`src/rtl/bmem_line_adapter.sv`:
```
// Cache-line to 4-beat burst adapter for the mp4 bmem port.
// Optional watchdog/protocol error: BMEM_LINE_ADAPTER_TIMEOUT_EN.
module bmem_line_adapter #(
  parameter int unsigned TIMEOUT_CYCLES = 1024
) (
  input  logic         clk,
  input  logic         rst,
  input  logic [31:0]  line_addr,
  input  logic         line_read,
  input  logic         line_write,
  input  logic [255:0] line_wdata,
  output logic [255:0] line_rdata,
  output logic         line_resp,
  output logic [31:0]  bmem_address,
  output logic         bmem_read,
  output logic         bmem_write,
  output logic [63:0]  bmem_wdata,
  input  logic [63:0]  bmem_rdata,
  input  logic         bmem_resp,
  output logic         err
);

  typedef enum logic [2:0] {
    IDLE, RD_CMD, RD_BEAT, WR_BURST, WR_WAIT, DONE
  } state_e;

  state_e         state_q;
  logic [1:0]     beat_q;
  logic [255:0]   line_q;
  logic [255:0]   rdata_q;
  logic [31:0]    addr_q;
  logic [63:0]    wdata_q;
  logic           read_q;
  logic           write_q;
  logic           resp_q;
  logic           unused_addr;

  assign unused_addr  = ^line_addr[4:0];
  assign line_rdata   = rdata_q;
  assign line_resp    = resp_q;
  assign bmem_address = addr_q;
  assign bmem_read    = read_q;
  assign bmem_write   = write_q;
  assign bmem_wdata   = wdata_q;

  always_ff @(posedge clk or negedge rst) begin
    if (!rst) begin
      state_q <= IDLE;
      beat_q  <= 2'd0;
      line_q  <= '0;
      rdata_q <= '0;
      addr_q  <= '0;
      wdata_q <= '0;
      read_q  <= 1'b0;
      write_q <= 1'b0;
      resp_q  <= 1'b0;
    end else begin
      unique case (state_q)
        IDLE: begin
          // Write has priority; a held read is picked up afterwards.
          if (line_write) begin
            addr_q  <= {line_addr[31:5], 5'b0};
            line_q  <= line_wdata;
            wdata_q <= line_wdata[63:0];
            write_q <= 1'b1;
            beat_q  <= 2'd0;
            state_q <= WR_BURST;
          end else if (line_read) begin
            addr_q  <= {line_addr[31:5], 5'b0};
            read_q  <= 1'b1;
            beat_q  <= 2'd0;
            state_q <= RD_CMD;
          end
        end
        RD_CMD: begin
          read_q  <= 1'b0;
          state_q <= RD_BEAT;
        end
        RD_BEAT: begin
          if (bmem_resp) begin
            rdata_q[{beat_q, 6'd0} +: 64] <= bmem_rdata;
            beat_q <= beat_q + 2'd1;
            if (beat_q == 2'd3) begin
              resp_q  <= 1'b1;
              state_q <= DONE;
            end
          end
        end
        WR_BURST: begin
          if (beat_q == 2'd3) begin
            write_q <= 1'b0;
            beat_q  <= 2'd0;
            state_q <= WR_WAIT;
          end else begin
            beat_q  <= beat_q + 2'd1;
            wdata_q <= line_q[{beat_q + 2'd1, 6'd0} +: 64];
          end
        end
        WR_WAIT: begin
          if (bmem_resp) begin
            resp_q  <= 1'b1;
            state_q <= DONE;
          end
        end
        DONE: begin
          resp_q  <= 1'b0;
          state_q <= IDLE;
        end
        default: state_q <= IDLE;
      endcase
    end
  end

`ifdef BMEM_LINE_ADAPTER_TIMEOUT_EN
  localparam int unsigned CW = $clog2(TIMEOUT_CYCLES + 1);

  logic [CW-1:0] cnt_q;
  logic          err_q;
  logic          wait_st;

  assign wait_st = (state_q == RD_BEAT) || (state_q == WR_WAIT);
  assign err     = err_q;

  always_ff @(posedge clk or negedge rst) begin
    if (!rst) begin
      cnt_q <= '0;
      err_q <= 1'b0;
    end else begin
      if (!wait_st || bmem_resp) begin
        cnt_q <= '0;
      end else if (cnt_q != CW'(TIMEOUT_CYCLES)) begin
        cnt_q <= cnt_q + CW'(1);
      end
      // Timeout, or a response the FSM is not waiting for.
      if (wait_st && !bmem_resp && cnt_q == CW'(TIMEOUT_CYCLES - 1)) begin
        err_q <= 1'b1;
      end
      if (!wait_st && bmem_resp) begin
        err_q <= 1'b1;
      end
    end
  end
`else
  localparam int unsigned unused_tmo = TIMEOUT_CYCLES;
  assign err = 1'b0;
`endif

endmodule

```
`config.mk`:
```
export PLATFORM = sky130hd
export DESIGN_NAME = bmem_line_adapter
export DESIGN_NICKNAME = d
export VERILOG_FILES = /design/src/rtl/bmem_line_adapter.sv
export SDC_FILE = /design/constraint.sdc
export NUM_CORES = 1
export LEC_CHECK = 0
export CORE_AREA = 2 2 278 280
export CTS_BUF_LIST = sky130_fd_sc_hd__clkbuf_8
export CTS_CLUSTER_DIAMETER = 100
export DETAILED_ROUTE_END_ITERATION = 8
export DIE_AREA = 0 0 280 282
export SYNTH_ARGS = -nofsm -noshare
export SYNTH_HDL_FRONTEND = slang
export SYNTH_SLANG_ARGS = --single-unit
```
`constraint.sdc`:
```
create_clock -name clk -period 5.6 [get_ports clk]
set_input_delay 0.84 -clock clk [delete_from_list [all_inputs] [get_ports clk]]
set_output_delay 0.84 -clock clk [all_outputs]
set_load 0.01 [all_outputs]
```
=== Yosys cells after proc, flatten, opt, wreduce, memory -nomap -nowiden ===
Cells that the tools add are included.

* Input port bits: 357
* Output and inout port bits: 356
* Word-level logic and storage cells: 72
* Flip-flop bits (word level): 616

* Shift-type cells: 3
* Eq/ne operators: 15
* Reductions and logical operators: 15
* Add/sub/neg operators: 2
* Multiplexer cells: 28

{| class="wikitable"
|+ Operators by type and width
! kind !! number
|-
| bitwise mux 256 bit || 1
|-
| variable shift 64 x 10 -> 256 bit, first input constant || 1
|-
| indexed part select 256 x 9 -> 64 bit || 1
|-
| indexed part select 64 x 10 -> 256 bit || 1
|-
| two-way mux 64 bit || 2
|-
| one-hot mux 64 bit (2 select lines) || 1
|-
| two-way mux 32 bit || 2
|-
| two-way mux 3 bit || 6
|-
| inequality test 2 bit, second input constant || 8
|-
| one-hot mux 3 bit (5 select lines) || 1
|-
| AND reduction 3 bit || 4
|-
| negation 8 -> 10 bit || 1
|-
| two-way mux 2 bit || 4
|-
| two-way mux 1 bit || 7
|-
| equality test 3 x 2 -> 1 bit, second input constant || 2
|-
| equality test 3 bit, second input constant || 2
|-
| one-hot mux 2 bit (3 select lines) || 1
|-
| AND reduction 2 bit || 3
|-
| nonzero test 2 bit || 3
|-
| nonzero test 3 bit || 2
|-
| AND reduction 5 bit || 1
|-
| one-hot mux 1 bit (2 select lines) || 2
|-
| AND reduction 4 bit || 1
|-
| equality test 3 x 1 -> 1 bit, second input constant || 1
|-
| 5 further kinds || 5
|}

=== Longest topological paths before layout ===
Gate-level depths: netlist (run 1).

* Depth after elaboration: 4
* Gate-level depth with buffers: 9
* Gate-level depth less buffers: 6

=== Worst setup path after synthesis (run 1) ===
No wires, ideal clock.

* Path type: flip-flop to flip-flop
* From: register beat_q[0]
* To: register wdata_q[43], in the netlist bmem_wdata[43]
* Arrival: 2.027 ns
* Path slack: 3.443 ns
* Setup time: 0.130 ns
* Cell stages (with the launch flop): 10
* Required time: 5.470 ns
* Cells stage by stage: dfrtp_1 > clkbuf_1 > inv_2 > ha_1 > buf_2 > buf_2 > clkbuf_1 > mux4_2 > nand2_1 > a31oi_1

* Word-level cells in the longest chain between the ends: 4
* Elaborated cells between the ends (all ways): 7

{| class="wikitable"
|+ Ends and longest elaborated chain
! item !! RTL line !! source
|-
| start, declared || 28 || <nowiki>logic [1:0] beat_q;</nowiki>
|-
| start signal, assigned || 82 || <nowiki>beat_q <= beat_q + 2'd1;</nowiki>
|-
| start signal, assigned || 95 || <nowiki>beat_q <= beat_q + 2'd1;</nowiki>
|-
| adder 2 x 1 -> 2 bit || 96 || <nowiki>wdata_q <= line_q[{beat_q + 2'd1, 6'd0} +: 64];</nowiki>
|-
| indexed part select 256 x 9 -> 64 bit || 96 ||
|-
| two-way mux 64 bit || 90 || <nowiki>if (beat_q == 2'd3) begin</nowiki>
|-
| one-hot mux 64 bit (2 select lines) || 58 || <nowiki>unique case (state_q)</nowiki>
|-
| end signal, assigned || 64 || <nowiki>wdata_q <= line_wdata[63:0];</nowiki>
|-
| end signal, assigned || 96 ||
|-
| end, declared || 32 || <nowiki>logic [63:0] wdata_q;</nowiki>
|}

Parallel ways exist; a longest one is shown, timed or not. The select of a mux whose other input is x is not followed.
A chain may end at the register's enable or synchronous reset.

=== Final worst setup path (run 1) ===
* From: register beat_q[0]
* To: register rdata_q[142], in the netlist line_rdata[142]

* Word-level cells in the longest chain between the ends: 3
* Elaborated cells between the ends (all ways): 4

{| class="wikitable"
|+ Ends and longest elaborated chain
! item !! RTL line !! source
|-
| negation 8 -> 10 bit (*) || 81 || <nowiki>rdata_q[{beat_q, 6'd0} +: 64] <= bmem_rdata;</nowiki>
|-
| indexed part select 64 x 10 -> 256 bit / variable shift 64 x 10 -> 256 bit (equally long branches) || 81 ||
|-
| bitwise mux 256 bit (*) || 81 ||
|-
| end signal, assigned by index || 81 ||
|-
| end, declared || 30 || <nowiki>logic [255:0] rdata_q;</nowiki>
|}

Mark *: on every way between the ends. The rest lies on a longest branch, timed or not.

==> results of run 1 <==
[worst paths after layout]
kind	slack, ns	to	from	cells past startpoint
worst max-delay path	2.33	line_rdata[142]	beat_q[0]	6
worst min-delay path	0.12	line_q[234]	rst	1
worst max register to register	2.33	line_rdata[142]	beat_q[0]	6
worst min register to register	0.47	line_q[166]	line_q[166]	2
max in group asynchronous	4.28	line_rdata[88]	rst	2
min in group clk	0.47	line_q[166]	line_q[166]	2
[through the flow]
step                area (µm²)  setup slack [ns]
detailed placement       33300              1.75
global route             35400              2.04
floorplan                25500              3.44
CTS                      35400              2.20
global placement         33300              1.80
finish                   35400              2.33
[metal layers]
metal | GRT usage | up-vias | routed length [µm]
met2 | 0.346 | 642 | 39800
met3 | 0.0824 | 193 | 7920
met1 | 0.265 | 10000 | 35300
met4 | 0.0791 | 34 | 2570
li1 | - | 10100 | -
met5 | 0 | - | 234
[Yosys cell counts, drive strengths merged (3+ instances only)]
library cell,count
mux2,27
buf,92
dfrtp,611
clkbuf,99
ha,6
o21ai,245
inv,5
a22o,15
a31oi,67
nor3b,3
nand2,1389
mux4,64
nand3,3
nor2,70
[layout make-up]
type / instances / area, µm²
Fill cell: 7218 / 40300
Inverter: 5 / 18.8
Timing Repair Buffer: 731 / 7320
Sequential cell: 611 / 15300
Multi-Input combinational cell: 1914 / 9390
Clock buffer: 131 / 1800
Tap cell: 978 / 1220
Antenna cell: 11 / 27.5
Clock inverter: 59 / 348
[power by group]
| group | leakage, nW | internal (mW) | switching (mW) | total (mW) |
|---|---|---|---|---|
| Combinational | 6.92 | 4.25 | 4.46 | 8.71 |
| Clock | 1.26 | 2.21 | 1.93 | 4.14 |
| Sequential | 7.86 | 6.49 | 1.23 | 7.72 |
[placed cells by master (no fill, tap or decap), types with 6 or more instances in the layout]
cell / n
a31oi_1: 67
nor2_1: 70
a22o_1: 15
buf_12: 6
nand2_1: 1383
clkbuf_8: 131
diode_2: 11
buf_4: 24
dfrtp_1: 610
clkinv_2: 9
inv_1: 44
clkdlybuf4s50_1: 700
o21ai_0: 245
mux4_2: 64
conb_1: 6
mux2_2: 25
[kinds of logic (layout without fill, tap and decap cells)]
logic type | Yosys count | after routing
fa+ha+maj | 6 | 6
mux | 93 | 93
compound gates | 334 | 334
other cells | 1 | 17
simple gates | 1475 | 1475
flops | 611 | 611
buf+inv | 196 | 926
[state kept, by name (all words and copies together) (netlist names)]
name and count:
line_q 256, line_rdata 256, bmem_wdata 64, bmem_address 27
state_q 3, beat_q 2, bmem_read 1, bmem_write 1
line_resp 1
[critical path, stage by stage, from the launching register on]
cell and delay, ns:
dfrtp_4 0.91, inv_2 0.23, ha_4 0.50, and3_2 0.87
buf_4 0.38, nand2_1 0.10, o21ai_0 0.17
==> flow_summary.json, run 1 <==
{
  "post-dp-hpwl_um": 57900,
  "timing.setup.tns_ns": 0,
  "tightest_slew_ns": 1.01,
  "dp.cells": 4239,
  "path_clk_slew_ns": 0.06,
  "period_share": 0.583,
  "cp_data_arrival_time_ns": 3.88,
  "drive_gt1_frac": 0.0835,
  "setup.worst_path.class": "reg2reg",
  "maxCapViolations": 0,
  "fmax_mhz": 306,
  "drc": 0,
  "cp-end-kind": "register",
  "worstSkewPairLatency_ns": 0.73,
  "synth_cells": 2716,
  "rows": 101,
  "period_needed_ns": 3.27,
  "power_density_nw_per_um2": 581,
  "cts.sink_count": 611,
  "cts_tree": "built",
  "vias": 21000,
  "yosys.area_share.simple": 0.220,
  "synth.ff_latch_count": 611,
  "avgViaCountPerCell": 4.73,
  "synthAdderAreaFrac": 0.00295,
  "synth_cell_types": 38,
  "grt_max_degree": 186,
  "die_w_um": 280,
  "drtPass1Iterations": 5,
  "slew_viol_final": 0,
  "routed_wl_um": 85900,
  "ys_warn_count": 0,
  "seq_area_frac_synth": 0.600,
  "synth_top_area_cell": "dfrtp_1",
  "wire_per_inst_um": 19.3,
  "skew_ns": 0.0380,
  "stdcell_count": 4440,
  "cts-buffers-inserted": 106,
  "synth_top_family_by_area": "simple AND/OR/NAND/NOR gates",
  "status": "finished clean",
  "max-slew-margin-rel": 0.329,
  "synth_top_cell_area_share": 0.600,
  "synthFlopType": "dfrtp_1",
  "coreArea_um2": 75700,
  "antenna_found_initial": 30,
  "nets": 3732,
  "power.leakage_nw": 16.0,
  "irDropWorstVdd_mv": 0.362,
  "ctsRootBufferMaster": "clkbuf_8",
  "synth_mux_area_frac": 0.0693,
  "rsz0062_at_grt": "false",
  "finalPower_mw": 20.6,
  "area_delta_synth_final_pct": 39.0,
  "synth_edf_count": 0,
  "initial_core_util": 0.337,
  "cts_buffer_depth": 3,
  "synth_area_leaders": "dfrtp_1 60%, nand2_1 20%, mux4_2 5.7%",
  "start_kind": "register",
  "die_h_um": 282,
  "cts-resized-gates": 0,
  "grt-ovfl-total": 0,
  "fin_util": 0.468,
  "place_congestion": 0.840,
  "cts_hold_buf": 0,
  "whs_ns": 0.121,
  "postRouteAntennaNets": 0,
  "setup_viol": 0,
  "grt_usage": 0.216,
  "syn_area_um2": 25500,
  "finalHoldViolations": 0,
  "postSynthAreaPerCell_um2": 9.38,
  "synth_xor_area_frac": 0,
  "grt_pass1_wl_um": 130000,
  "postCtsSetupRepairBufs": 0,
  "dieArea_um2": 79000,
  "numPortBuffers": 701,
  "io_pins": 713,
  "grt_pass1_vias": 21200,
  "critical_path.max_fanout": 37,
  "min_path_type": "in2async",
  "ctsHtreeMaxLevel": 3,
  "synth_compound_area_frac": 0.0717,
  "cp.required_ns": 6.21,
  "initialDrtViolationCount": 1347,
  "async_flop_share": 1.00
}
(Power assumes the default switching activity.)
==> run 2, diff against run 1 <==
- clock period: 5.6 -> 2.9 ns (I/O delays scaled with it)
==> run 2 against run 1 <==
  * Worst setup slack got worse by 1.7 ns
  * Combinational power up 99%
  * Sequential share of layout area decreased by 0.81 points
  * Critical endpoint is now line_rdata[83]
  * Critical path type is now reg2out
  * Clock power grew 99%
  * Hold slack better by 0.11 ns
  * Largest cell class unchanged
  * Routed wire length grew 1.8%
  * Flip-flop and latch count is the same
==> flow_summary.json, run 2 (synthesis gave the netlist of run 1 again) <==
{
  "ctsRootBufferMaster": "clkbuf_8",
  "rsz0062_at_grt": "false",
  "rows": 101,
  "area_delta_synth_final_pct": 41.7,
  "power.leakage_nw": 16.3,
  "max-slew-margin-rel": 0.541,
  "drtPass1Iterations": 6,
  "period_needed_ns": 2.24,
  "start_kind": "register",
  "layout_common_cells": "1383 x nand2_1, 700 x clkdlybuf4s50_1, 610 x dfrtp_1, 245 x o21ai_0, 136 x clkbuf_8",
  "path_buf_inv": 1,
  "reg2regPathDepth": 5,
  "drive_gt1_frac": 0.0959,
  "cts-resized-gates": 0,
  "postCtsSetupRepairBufs": 0,
  "rr_endpoint": "line_rdata[63]",
  "antenna_found_initial": 23,
  "io_pins": 713,
  "grt_max_degree": 109,
  "die_h_um": 282,
  "status": "finished clean",
  "internal_power_mw": 25.5,
  "initialDrtViolationCount": 1333,
  "ctsHtreeMaxLevel": 3,
  "hold_path_end": "line_q[218]",
  "postRouteAntennaNets": 0,
  "setup.worst_path.class": "reg2out",
  "path_clk_slew_ns": 0.06,
  "finalPower_mw": 40.4,
  "path_cells": "clkdlybuf4s50_1",
  "nets": 3775,
  "timing.setup.tns_ns": 0,
  "cts-buffers-inserted": 106,
  "tightest_slew_ns": 0.689,
  "p_clk_frac": 0.204,
  "critPathSlowestCell": "clkdlybuf4s50_1",
  "min_path_type": "in2reg",
  "whs_path_depth": 3,
  "grt-ovfl-total": 0,
  "setup_viol": 0,
  "worstSkewPairLatency_ns": 0.73,
  "critical_path.max_fanout": 2,
  "finalHoldViolations": 0,
  "cts.sink_count": 611,
  "grt_pass1_wl_um": 132000,
  "power_density_nw_per_um2": 1120,
  "layout_commonest_cell": "nand2_1",
  "worst_path_largest_cell_delay_ns": 0.74,
  "power_frac_seq": 0.368,
  "vias": 21200,
  "hold_path.startpoint": "line_wdata[218]",
  "maxCapViolations": 0,
  "post-dp-hpwl_um": 60500,
  "cp-end-kind": "output port",
  "slew_viol_final": 0,
  "cp_data_arrival_time_ns": 1.81,
  "cts_buffer_depth": 3,
  "cts_tree": "built",
  "fillers": 7153,
  "switching_share": 0.368,
  "power_frac_comb": 0.428,
  "cp.required_ns": 2.47,
  "period_share": 0.774,
  "p_sw_mw": 14.9,
  "crit_family": "buffers and inverters",
  "place_congestion": 0.818,
  "avgViaCountPerCell": 4.74,
  "die_w_um": 280,
  "coreArea_um2": 75700,
  "numPortBuffers": 701,
  "r2r_slack_ns": 0.69,
  "irDropWorstVdd_mv": 0.836,
  "dieArea_um2": 79000,
  "initial_core_util": 0.337,
  "routed_wl_um": 87400,
  "fmax_mhz": 446,
  "reg2reg_from": "state_q[0]",
  "grt_pass1_vias": 21200,
  "grt_usage": 0.219,
  "drc": 0,
  "skew_ns": 0.0544,
  "wire_per_inst_um": 19.5
}
-- run 2: cell count changes in the layout (fill, tap and decap cells not counted), moves of 2 or more --
cell,before,now
buf_12,6,27
buf_4,24,45
inv_1,44,40
clkbuf_8,131,136
clkinv_2,9,7
-- run 2: timing repair --
action	in CTS	in global routing
hold buffers	1	0
endpoints found under the hold margin	50	0
endpoints found under the setup margin	0	0
-- run 2: routing by layer --
layer  GRT usage  wire length, µm
met1       0.278            36500
met2       0.357            41200
met3      0.0724             7560
met4      0.0642             1990
met5           0              161
-- run 2: cell type report --
| cell class | instances | area (µm²) | area share |
|---|---|---|---|
| antenna | 12 | 30.0 | 0.000832 |
| inverter | 5 | 18.8 | 0.000520 |
| timing repair buffer | 774 | 7910 | 0.219 |
| tap | 978 | 1220 | 0.0339 |
| multi-input combinational | 1914 | 9390 | 0.260 |
| clock inverter | 55 | 364 | 0.0101 |
| clock buffer | 136 | 1870 | 0.0518 |
| sequential | 611 | 15300 | 0.424 |
-- run 2: worst max-delay path by stage --
stage | start | to | slack, ns | cells after the start
2_1_floorplan | beat_q[0] | bmem_wdata[43] | 0.74 | 9
3_3_place_gp | bmem_resp | line_rdata[161] | 0.34 | 6
3_5_place_dp | bmem_resp | line_rdata[156] | 0.30 | 6
4_1_cts | line_rdata[81] | line_rdata[81] | 0.60 | 1
5_1_grt | beat_q[0] | line_rdata[82] | 0.44 | 6
6_report | line_rdata[83] | line_rdata[83] | 0.66 | 1
-- run 2: power by group through the flow --
| stage | Sequential [mW] | Clock [mW] | Combinational, mW |
|---|---|---|---|
| after CTS | 14.9 | 8.48 | 17.6 |
| after floorplan | 15.5 | 0 | 8.00 |
| after global routing | 15.4 | 8.89 | 19.0 |
| final | 14.9 | 8.24 | 17.3 |
| after global placement | 14.9 | 0 | 17.3 |
| after detailed placement | 15.0 | 0 | 17.6 |
-- run 2: worst register-to-register path, stage by stage (launching register included) --
cell      delay, ns
dfrtp_1        0.59
and4bb_1       0.62
nand2_4        0.40
buf_4          0.34
nand2_1        0.07
o21ai_0        0.08
-- run 2: metrics by stage --
| stage | hold WS [ns] | setup slack [ns] | cells | cell area, µm² | util |
|---|---|---|---|---|---|
| 3_5_place_dp | 0.457 | 0.301 | 4281 | 33800 | 0.447 |
| 5_1_grt | 0.180 | 0.440 | 4481 | 36100 | 0.477 |
| 6_report | 0.233 | 0.657 | 4485 | 36100 | 0.477 |
| 2_1_floorplan | 0.139 | 0.743 | 2721 | 25500 | - |
| 4_1_cts | 0.146 | 0.596 | 4473 | 36100 | 0.477 |
| 3_3_place_gp | 0.452 | 0.339 | 4281 | 33800 | 0.447 |
